--- src/rtl/exu_mul_pkg.sv ---
// rtl/exu_mul_pkg.sv - shared types, latency and operand/result helpers for the multiplier issue path
package exu_mul_pkg;

  // Multiply micro-op encoding as delivered by dispatch
  typedef enum logic [1:0] {
    MUL_W   = 2'd0,
    MULH_W  = 2'd1,
    MULH_WU = 2'd2,
    MUL_D   = 2'd3
  } mul_op_e;

  // Pipeline depth of exu_mul_ctl: operands captured at issue, result visible three cycles later
  localparam int MUL_LATENCY = 3;

  // Widest ROB tag the tag pipe can carry; narrower tags occupy the low bits
  localparam int MAX_TAG_W = 16;

  // One tag-pipe stage: tracks an op in flight alongside the multiplier
  typedef struct packed {
    logic                 valid;
    logic [MAX_TAG_W-1:0] tag;
    mul_op_e              op;
  } mul_pipe_entry_t;

  // Operand conditioning: word ops see only the low 32 bits, extended by the op's signedness
  function automatic logic [63:0] mul_cond_src(input mul_op_e op, input logic [63:0] src);
    logic [63:0] r;
    case (op)
      MUL_W, MULH_W: r = {{32{src[31]}}, src[31:0]};
      MULH_WU:       r = {32'h0, src[31:0]};
      default:       r = src;
    endcase
    return r;
  endfunction

  // Result selection: word results are always sign-extended to 64 bits
  function automatic logic [63:0] mul_post(input mul_op_e op, input logic [63:0] res);
    logic [63:0] r;
    case (op)
      MUL_W:           r = {{32{res[31]}}, res[31:0]};
      MULH_W, MULH_WU: r = {{32{res[63]}}, res[63:32]};
      default:         r = res;
    endcase
    return r;
  endfunction

endpackage

--- src/rtl/exu_mul_wb_fifo.sv ---
// rtl/exu_mul_wb_fifo.sv - synchronous writeback FIFO with occupancy count and synchronous clear
module exu_mul_wb_fifo
  import exu_mul_pkg::*;
#(
  parameter  int WIDTH = 8,
  parameter  int DEPTH = 4,
  localparam int CNT_W = $clog2(DEPTH + 1),
  localparam int PTR_W = (DEPTH > 1) ? $clog2(DEPTH) : 1
) (
  input  logic             clk,
  input  logic             rst_n,
  input  logic             clear,
  input  logic             push,
  input  logic [WIDTH-1:0] push_data,
  input  logic             pop,
  output logic [WIDTH-1:0] pop_data,
  output logic             valid,
  output logic [CNT_W-1:0] count
);

  localparam logic [CNT_W-1:0] DEPTH_C = CNT_W'(DEPTH);
  localparam logic [PTR_W-1:0] LAST_P  = PTR_W'(DEPTH - 1);

  logic [WIDTH-1:0] mem_q [DEPTH];
  logic [PTR_W-1:0] wr_ptr_q;
  logic [PTR_W-1:0] rd_ptr_q;
  logic [CNT_W-1:0] count_q;
  logic             do_pop;

  function automatic logic [PTR_W-1:0] ptr_inc(input logic [PTR_W-1:0] p);
    return (p == LAST_P) ? '0 : p + 1'b1;
  endfunction

  assign do_pop   = pop && (count_q != '0);
  assign valid    = (count_q != '0);
  assign count    = count_q;
  // Head is forced to zero when empty so the output is quiet in reset and idle
  assign pop_data = valid ? mem_q[rd_ptr_q] : '0;

  // Pointers and occupancy; clear wins over any same-cycle push or pop
  always_ff @(posedge clk or negedge rst_n) begin
    if (!rst_n) begin
      wr_ptr_q <= '0;
      rd_ptr_q <= '0;
      count_q  <= '0;
    end else if (clear) begin
      wr_ptr_q <= '0;
      rd_ptr_q <= '0;
      count_q  <= '0;
    end else begin
      if (push) wr_ptr_q <= ptr_inc(wr_ptr_q);
      if (do_pop) rd_ptr_q <= ptr_inc(rd_ptr_q);
      case ({push, do_pop})
        2'b10:   count_q <= count_q + 1'b1;
        2'b01:   count_q <= count_q - 1'b1;
        default: count_q <= count_q;
      endcase
    end
  end

  // Storage array; contents only matter behind a valid count, so no reset
  always_ff @(posedge clk) begin
    if (push && !clear) mem_q[wr_ptr_q] <= push_data;
  end

  // The issue credit guarantees a free slot for every push
  assert property (@(posedge clk) disable iff (!rst_n)
                   (push && !clear) |-> ((count_q != DEPTH_C) || do_pop));

endmodule

--- src/rtl/exu_mul_issue_ctl.sv ---
// rtl/exu_mul_issue_ctl.sv - issue, tag tracking and credited writeback for the 3-stage multiplier
module exu_mul_issue_ctl
  import exu_mul_pkg::*;
#(
  parameter int TAG_W    = 6,
  parameter int WB_DEPTH = 4
) (
  input  logic             clk,
  input  logic             rst_n,
  input  logic             flush,
  input  logic             req_valid,
  output logic             req_ready,
  input  logic [1:0]       req_op,
  input  logic [63:0]      req_src1,
  input  logic [63:0]      req_src2,
  input  logic [TAG_W-1:0] req_tag,
  output logic             mul_signed,
  output logic             mul_low,
  output logic [63:0]      mul_src1,
  output logic [63:0]      mul_src2,
  input  logic [63:0]      mul_result,
  output logic             wb_valid,
  input  logic             wb_ready,
  output logic [63:0]      wb_data,
  output logic [TAG_W-1:0] wb_tag,
  output logic             busy
);

  localparam int             CNT_W   = $clog2(WB_DEPTH + 1);
  localparam int             FIFO_W  = TAG_W + 64;
  localparam logic [CNT_W:0] DEPTH_V = (CNT_W + 1)'(WB_DEPTH);

  mul_op_e          op_d;
  logic             accept;
  mul_pipe_entry_t  stage0_d;
  mul_pipe_entry_t  pipe_q [MUL_LATENCY];
  mul_pipe_entry_t  last_entry;
  logic             any_inflight;
  logic [CNT_W:0]   occ;
  logic             fifo_valid;
  logic [CNT_W-1:0] fifo_count;
  logic             fifo_push;
  logic             fifo_pop;
  logic [FIFO_W-1:0] fifo_push_data;
  logic [FIFO_W-1:0] fifo_pop_data;
  logic             unused_tag_bits;

  // Credit: every op in flight or buffered owns a FIFO slot; a same-cycle pop frees one early
  assign req_ready = rst_n && !flush && ((occ < DEPTH_V) || (fifo_valid && wb_ready));
  assign accept    = req_valid && req_ready;

  // Decode the accepted op into multiplier controls; everything idles at zero otherwise
  always_comb begin
    op_d       = mul_op_e'(req_op);
    mul_low    = accept;
    mul_signed = accept && ((op_d == MUL_W) || (op_d == MULH_W));
    mul_src1   = accept ? mul_cond_src(op_d, req_src1) : '0;
    mul_src2   = accept ? mul_cond_src(op_d, req_src2) : '0;
    stage0_d   = '0;
    if (accept) begin
      stage0_d.valid            = 1'b1;
      stage0_d.tag[TAG_W-1:0]   = req_tag;
      stage0_d.op               = op_d;
    end
  end

  // Tag pipe shadows the multiplier stage for stage; flush drops every tracked op
  always_ff @(posedge clk or negedge rst_n) begin
    if (!rst_n) begin
      for (int i = 0; i < MUL_LATENCY; i++) pipe_q[i] <= '0;
    end else if (flush) begin
      for (int i = 0; i < MUL_LATENCY; i++) pipe_q[i].valid <= 1'b0;
    end else begin
      pipe_q[0] <= stage0_d;
      for (int i = 1; i < MUL_LATENCY; i++) pipe_q[i] <= pipe_q[i-1];
    end
  end

  // Occupancy and activity summed over the pipe and the writeback buffer
  always_comb begin
    occ          = {1'b0, fifo_count};
    any_inflight = 1'b0;
    for (int i = 0; i < MUL_LATENCY; i++) begin
      occ          = occ + (CNT_W + 1)'(pipe_q[i].valid);
      any_inflight = any_inflight | pipe_q[i].valid;
    end
  end

  // Result of the op leaving the last stage is shaped and buffered in the same cycle
  assign last_entry      = pipe_q[MUL_LATENCY-1];
  assign fifo_push       = last_entry.valid && !flush;
  assign fifo_push_data  = {last_entry.tag[TAG_W-1:0], mul_post(last_entry.op, mul_result)};
  assign fifo_pop        = fifo_valid && wb_ready;
  assign unused_tag_bits = ^last_entry.tag;

  exu_mul_wb_fifo #(
    .WIDTH (FIFO_W),
    .DEPTH (WB_DEPTH)
  ) u_wb_fifo (
    .clk       (clk),
    .rst_n     (rst_n),
    .clear     (flush),
    .push      (fifo_push),
    .push_data (fifo_push_data),
    .pop       (fifo_pop),
    .pop_data  (fifo_pop_data),
    .valid     (fifo_valid),
    .count     (fifo_count)
  );

  assign wb_valid          = fifo_valid;
  assign {wb_tag, wb_data} = fifo_pop_data;
  assign busy              = any_inflight || fifo_valid;

endmodule
--- config.mk ---
export PLATFORM = sky130hd
export DESIGN_NAME = exu_mul_issue_ctl
export DESIGN_NICKNAME = d
export VERILOG_FILES = /design/src/rtl/exu_mul_pkg.sv /design/src/rtl/exu_mul_wb_fifo.sv /design/src/rtl/exu_mul_issue_ctl.sv
export SDC_FILE = /design/constraint.sdc
export NUM_CORES = 1
export LEC_CHECK = 0
export BUFFER_PORTS_ARGS = -buffer_cell sky130_fd_sc_hd__buf_2
export CORE_MARGIN = 2
export CORE_UTILIZATION = 45
export CTS_CLUSTER_SIZE = 40
export DETAILED_ROUTE_END_ITERATION = 6
export PLACE_DENSITY = 0.75
export SLEW_MARGIN = 20
export SYNTH_ARGS = -nofsm -noshare
export SYNTH_HDL_FRONTEND = slang
export SYNTH_SLANG_ARGS = --single-unit
export TNS_END_PERCENT = 50
--- constraint.sdc ---
create_clock -name clk -period 3.1 [get_ports clk]
set_clock_uncertainty 0.05 [all_clocks]
set_input_delay 0.155 -clock clk [delete_from_list [all_inputs] [get_ports clk]]
set_output_delay 0.155 -clock clk [all_outputs]
set_load 0.02 [all_outputs]
==> summary.md, run 1 <==
| Metric | Value |
|---|---|
| Status | `finished with violations` |
| Failing checks | `negative setup slack` |
| Drt pass-1 iters | `5` |
| Synth Area per Inst | `15.62 um2` |
| Number of synthesized flops with an enable pin | `280` |
| CTS max path bufs | `3` |
| Std cell rows | `65` |
| Crit end category | `output pin` |
| Hold depth | `2` |
| Die ar. | `33100 um2` |
| Area after DPL | `16740 um2` |
| IO Port Bufs | `about 410` |
| Initial antenna violation count | `11` |
| Initial drt markers | `about 800` |
| Filler instances | `between 2000 and 2500` |
| Crit Reg-Reg Startpoint | `last_entry[0]` |
| Largest net degree at the start of global routing | `79` |
| # H-tree levels | `1` |
| Required time worst endpoint | `around 2.9 ns` |
| DRT Wirelength | `46420 um` |
| Die Ht | `181.9 um` |
| Ports | `between 400 and 500` |
| Gr usage total | `0.2716` |
| RD Place Congestion | `around 0.94` |
| Total power | `about 0.013 W` |
| Vias per cell | `5.740` |
| RSZ-0062 raised after global routing | `true` |
| Area Overhead vs Synth | `35.58%` |
| R2R depth | `5` |
| Area of the multi-input gates | `slightly below 5000 um2` |
| Final period util | `1.002` |
| Cts bufs inserted | `30` |
| Share of layout cells above drive strength 1 | `0.4663` |
| Final hold violations | `0` |
| Headroom to the max-slew limit | `0.4324` |
| Min Tclk post-route | `3.105 ns` |
| Crit-path max FO | `7` |
| Nets | `1623` |
| FF/Latch Area | `9268 um2` |
| CTS root buf | `clkbuf_16` |
| Initial core utilization | `0.4538` |
| Crit path launch | `pipe_q[37]` |
| Via Count | `around 11000` |
| #FFs+latches synth | `roughly 310` |
| Critical path startpoint category | `flip-flop` |
| Flop-to-flop setup slack | `between 0.4 and 0.5 ns` |
| Reg-to-reg endpoint | `u_wb_fifo.mem_q[0][6]` |
| WL met3 | `3125 um` |
| Wire per inst | `25.28 um` |
| First-pass GRT wire length | `about 67000 um` |
| Final setup TNS | `-0.005014 ns` |
| Die Span X | `around 180 um` |
| Cell Pwr Density | `between 600 and 700 nW/um2` |
| Top layer in use | `met4` |
| Post-synth net total | `1128` |
| Hold path startpoint | `mul_result[31]` |
| Design area | `19310 um2` |
| DRC | `0` |
| Ys async rst share | `0.1083` |
| Remaining antenna violation count | `0` |
| Yosys cell types | `40` |
| Top_reg_cell synth | `edfxtp_1` |
| Seq/Total Area, Yosys | `0.6499` |
| Endpoint, Worst Hold | `u_wb_fifo.mem_q[3][31]` |
| Final Max Slew Viols | `0` |
| Core Region | `between 30000 and 40000 um2` |
| Clock net sink count | `~310` |
| Mapped Area | `about 14000 um2` |
| Pre-CTS setup slack | `~0.18 ns` |
| Clk Latency, worst-skew pair | `between 0.5 and 0.6 ns` |
| Vias in the first global route | `10570` |
| TritonCTS clock tree | `built` |
| Worst ir drop on vdd | `455.9 uV` |
| Wire length on met2 | `23990 um` |
| Synth Warn # | `0` |
| Final setup margin | `-0.005014 ns` |
| Max Fclk | `approximately 320 MHz` |
| Pleak | `7.620 nW` |
| Worst-path clk slew | `0.06 ns` |
| MaxCap Viol Count | `0` |
| Worst-Margin Slew | `between 0.8 and 0.9 ns` |
| Post-detail-place hpwl | `~31000 um` |
| Mapped Cells | `approximately 910` |
| HP Class | `primary input to flip-flop` |
| M1 WL | `approximately 17000 um` |
| Worst Setup Path Type | `flip-flop to output pin` |
| GRT Residual Overflow | `0` |
| Final setup vio count | `1` |
| Worst path arrival time | `2.90 ns` |
worst max path at each step:
| stage | to | slack (ns) | cells after the start |
|---|---|---|---|
| 2_1_floorplan | u_wb_fifo.mem_q[0][0] | 0.03 | 3 |
| 3_3_place_gp | mul_src1[21] | 0.26 | 9 |
| 3_5_place_dp | mul_src1[21] | 0.18 | 9 |
| 4_1_cts | mul_src1[51] | -0.05 | 8 |
| 5_1_grt | mul_src1[18] | -0.08 | 9 |
| 6_report | mul_src1[63] | -0.005 | 8 |
kinds of logic after synthesis:
kind of cell / Yosys count / share of synthesized area
compound gates: 146 / 0.06798
xor+xnor: 2 / 0.001230
fa+ha+maj: 11 / 0.01072
buf+inv: 99 / 0.03460
flops: 314 / 0.6499
mux: 88 / 0.1247
simple gates: 252 / 0.1108
cells in the mapped netlist (all sizes together) (8+ instances only):
cell type    n  area [um2]
buf         41       274.0
nand2       11       43.80
mux2        16       180.2
nor2        12       45.04
a21oi       66       330.3
ha           9       112.6
inv          9       33.78
and2        75       469.2
edfxtp     280        8408
o21ai        8       40.04
clkbuf      49       185.2
dfrtp       34       850.8
a21o        32       240.2
a22o        33       289.0
nor3b       64       545.5
nor3        66       330.3
nand3       11       55.05
mux4        70        1577
metal layers:
metal  global-route usage  vias up
met1               0.3359     5333
met3              0.04011       87
met5                    0        -
li1                     -     4552
met4               0.1026        0
met2               0.4848      567
timing repair:
action                                  4_1_cts  5_1_grt
gates resized for setup                      49       50
gates cloned                                  7        1
hold buffers                                 98        0
setup buffers                                 6        0
pin swaps                                     3        3
hold endpoints to repair                    300        0
endpoints found under the setup margin      126      127
where the power goes:
group	internal [W]	leakage (nW)	switching, W
Sequential	0.00488	2.99	0.000143
Combinational	0.00181	4.16	0.00259
Clock	0.00215	0.479	0.00147
through the flow:
step	std cells	hold WS (ns)	util
floorplan	912	-0.1906	-
global placement	1665	0.1919	0.5331
detailed placement	1665	0.1838	0.5331
CTS	1827	0.002463	0.6072
global route	1834	0.04182	0.6151
finish	1836	0.02516	0.6153
state kept, by name, summed over array words and instances, names as in the netlist:
| name | count |
|---|---|
| fifo_push_data | 6 |
| u_wb_fifo.rd_ptr_q | 2 |
| pipe_q | 18 |
| u_wb_fifo.wr_ptr_q | 2 |
| u_wb_fifo.count | 3 |
| u_wb_fifo.mem_q | 280 |
| last_entry | 3 |
placed cells by master (no fill, tap or decap), drive strengths merged, types with 3 or more instances in the layout:
cell         count
edfxtp         280
ha               9
a21o            32
dfrtp           34
a22o            33
dlygate4sd3     98
and2            75
clkbuf          47
a21oi           66
o21ai            8
mux4            70
inv              9
nor2            12
nand2           11
nor3            66
diode            8
nor2b            7
buf            451
mux2            16
o31a             4
clkinv           3
nor3b           64
nand3           11
area by class of cell:
type / count / area share
Tap cell: 402 / 0.02604
Inverter: 9 / 0.001749
Antenna cell: 8 / 0.001036
Clock buffer: 46 / 0.04677
Timing Repair Buffer: 550 / 0.1897
Clock inverter: 5 / 0.003822
Multi-Input combinational cell: 502 / 0.2511
Sequential cell: 314 / 0.4798
critical path: stages, from the launching register on:
cell and delay (ns):
dfrtp_1 0.34, inv_2 0.05, fa_2 0.37, inv_1 0.06, ha_1 0.22, and3b_2 0.24, o31a_4 0.40, nor3_1 0.41
buf_2 0.25
(Power assumes the default switching activity.)
==> run 2, diff against run 1 <==
--- a/config.mk
+++ b/config.mk
@@ -11,6 +11,7 @@
 export CTS_CLUSTER_SIZE = 40
 export DETAILED_ROUTE_END_ITERATION = 6
 export PLACE_DENSITY = 0.75
+export SETUP_SLACK_MARGIN = 0.1
 export SLEW_MARGIN = 20
 export SYNTH_ARGS = -nofsm -noshare
 export SYNTH_HDL_FRONTEND = slang
==> summary.md, run 2 (synthesis gave the netlist of run 1 again) <==
| Metric | Value |
|---|---|
| Design area | `19770 um2 (+2.3%)` |
| Die Ht | `181.9 um (unchanged)` |
| # H-tree levels | `1 (unchanged)` |
| Gr usage total | `0.2586 (-0.01297)` |
| Most frequent cells in the layout | `buf_2, edfxtp_1, dlygate4sd3_1` |
| Worst-Margin Slew | `0.8630 ns (+0.01165 ns)` |
| Finished Layout Cells | `1840 (+0.22%)` |
| Min Hold Slack | `0.2206 ns (+0.1954 ns)` |
| Min Tclk post-route | `3.041 ns (-0.06434 ns)` |
| Largest net degree at the start of global routing | `48 (-39%)` |
| Clk Latency, worst-skew pair | `0.54 ns (about the same)` |
| Area after DPL | `16720 um2 (-0.12%)` |
| MaxCap Viol Count | `0 (unchanged)` |
| Core Region | `31390 um2 (unchanged)` |
| Die ar. | `33100 um2 (unchanged)` |
| Pleak | `7.678 nW (+0.75%)` |
| Largest Register | `u_wb_fifo.mem_q` |
| Crit path to | `mul_src1[29]` |
| Initial core utilization | `0.4538 (unchanged)` |
| Via Count | `10450 (-0.86%)` |
| Filler instances | `2257 (-3.3%)` |
| Worst-path clk slew | `0.07 ns (about the same)` |
| TritonCTS clock tree | `built` |
| CP cell instances | `inv_2 -> fa_2 -> inv_2 -> ha_4 -> and3b_2 -> o31a_4 -> clkbuf_16 -> nor3b_1 -> buf_2` |
| Die Span X | `181.9 um (unchanged)` |
| Clock net sink count | `314 (unchanged)` |
| Crit Reg-Reg Startpoint | `last_entry[0]` |
| Initial antenna violation count | `15 (+4)` |
| Critical-path top delay cell | `dfrtp_2` |
| Nets | `1622 (-0.062%)` |
| RD Place Congestion | `0.9692 (+3.1%)` |
| Drt pass-1 iters | `5 (unchanged)` |
| Status | `finished clean` |
| Vias per cell | `5.678 (-1.1%)` |
| Required time worst endpoint | `2.89 ns (about the same)` |
| Post-detail-place hpwl | `29910 um (-3.0%)` |
| Cell Pwr Density | `676.9 nW/um2 (+0.18%)` |
| Wire per inst | `24.52 um (-3.0%)` |
| Cts bufs inserted | `30 (unchanged)` |
| Area of the multi-input gates | `5020 um2 (+3.5%)` |
| Final Max Slew Viols | `0 (unchanged)` |
| Crit path launch | `u_wb_fifo.count[0]` |
| Max reg flops | `280 (unchanged)` |
| CTS max path bufs | `3 (unchanged)` |
| R2R depth | `5 (unchanged)` |
| DRT Wirelength | `45120 um (-2.8%)` |
| Final period util | `0.9809 (-0.02075)` |
| FF/Latch Area | `9268 um2 (unchanged)` |
| Worst Setup Path Type | `flip-flop to output pin` |
| Std cell rows | `65 (unchanged)` |
| Final setup vio count | `0 (-1)` |
| CP dominant cell by count | `inv_2` |
| Share of layout cells above drive strength 1 | `0.4881 (+0.02177)` |
| Critical path startpoint category | `flip-flop` |
| Initial drt markers | `873 (+9.3%)` |
| IO Port Bufs | `407 (unchanged)` |
| GRT Residual Overflow | `0 (unchanged)` |
| Headroom to the max-slew limit | `0.4246 (-0.007763)` |
| Slowest stage delay, CP | `0.37 ns (-0.04 ns)` |
| Reg-to-reg endpoint | `u_wb_fifo.mem_q[3][5]` |
| RSZ-0062 raised after global routing | `true` |
| Most common cell after layout, fill and taps aside | `buf_2` |
| Post-layout util | `0.6296 (+0.01435)` |
| DRC | `0 (unchanged)` |
| Vias in the first global route | `10310 (-2.5%)` |
| Flop-to-flop setup slack | `0.55 ns (+0.06 ns)` |
| Remaining antenna violation count | `0 (unchanged)` |
| HP Class | `primary input to async pin` |
| Max Fclk | `328.9 MHz (+2.1%)` |
| Worst ir drop on vdd | `403.0 uV (-12%)` |
| Ports | `408 (unchanged)` |
| Final hold violations | `0 (unchanged)` |
| Crit-path max FO | `12 (+5)` |
| CTS root buf | `clkbuf_16` |
| Area Overhead vs Synth | `38.74%` |
| Worst path arrival time | `2.84 ns (-0.06 ns)` |
| Crit end category | `output pin` |
| First-pass GRT wire length | `64140 um (-4.0%)` |
| Placed Cells incl. Taps | `1663 (-0.12%)` |
## run 2: final cells by class
type / count / share of cell area
multi-input cells: 502 / 0.2540
diodes: 8 / 0.001013
inverters: 9 / 0.001709
clock inverters: 24 / 0.01450
repair buffers: 549 / 0.1950
clock buffers: 32 / 0.03944
flip-flops and latches: 314 / 0.4689
well taps: 402 / 0.02545
## run 2: how the worst min path moves through the flow
stage | end | cells past startpoint | startpoint | slack, ns
2_1_floorplan | fifo_push_data[64] | 0 | rst_n | -0.19
3_3_place_gp | pipe_q[24] | 2 | rst_n | 0.18
3_5_place_dp | pipe_q[43] | 2 | rst_n | 0.19
4_1_cts | u_wb_fifo.count[2] | 3 | rst_n | 0.20
5_1_grt | pipe_q[21] | 3 | rst_n | 0.26
6_report | pipe_q[43] | 3 | rst_n | 0.22
## run 2: critical path: cells and delay by family (launching register included)
family	cells	cell delay (ns)
DFF	1	0.37
buffers and inverters	4	0.52
adders and majority gates	2	0.56
AOI/OAI and AO/OA	1	0.37
and+or+nand+nor	2	0.45
## run 2: per-stage QoR
| stage | power, W | setup slack, ns | setup TNS [ns] |
|---|---|---|---|
| after floorplan | 0.007711 | 0.03174 | 0 |
| after global placement | 0.008896 | 0.3614 | 0 |
| final | 0.01338 | 0.05932 | 0 |
| after detailed placement | 0.008947 | 0.3524 | 0 |
| after CTS | 0.01316 | -0.01394 | -0.09422 |
| after global routing | 0.01389 | -0.01306 | -0.01442 |
## run 2: metal layers
metal | routed length [um] | track usage | vias to the layer above
li1 | - | - | 4550
met1 | 17360 | 0.3292 | 5256
met2 | 23310 | 0.4679 | 553
met3 | 2902 | 0.03049 | 89
met4 | 1542 | 0.07516 | 0
met5 | 0 | 0 | -
## run 2: timing repair
item,CTS,global route
hold buffers,99,0
pin swaps,10,11
cloned,4,6
endpoints found under the setup margin,131,130
setup buffers,5,0
endpoints found under the hold margin,306,0
resized for setup,76,122
## run 2: report_power, final
group	switching, W	total [W]	internal [W]
registers	0.000163	0.00504	0.00488
clock network	0.00160	0.00386	0.00227
logic	0.00259	0.00447	0.00188
total	0.00435	0.0134	0.00902
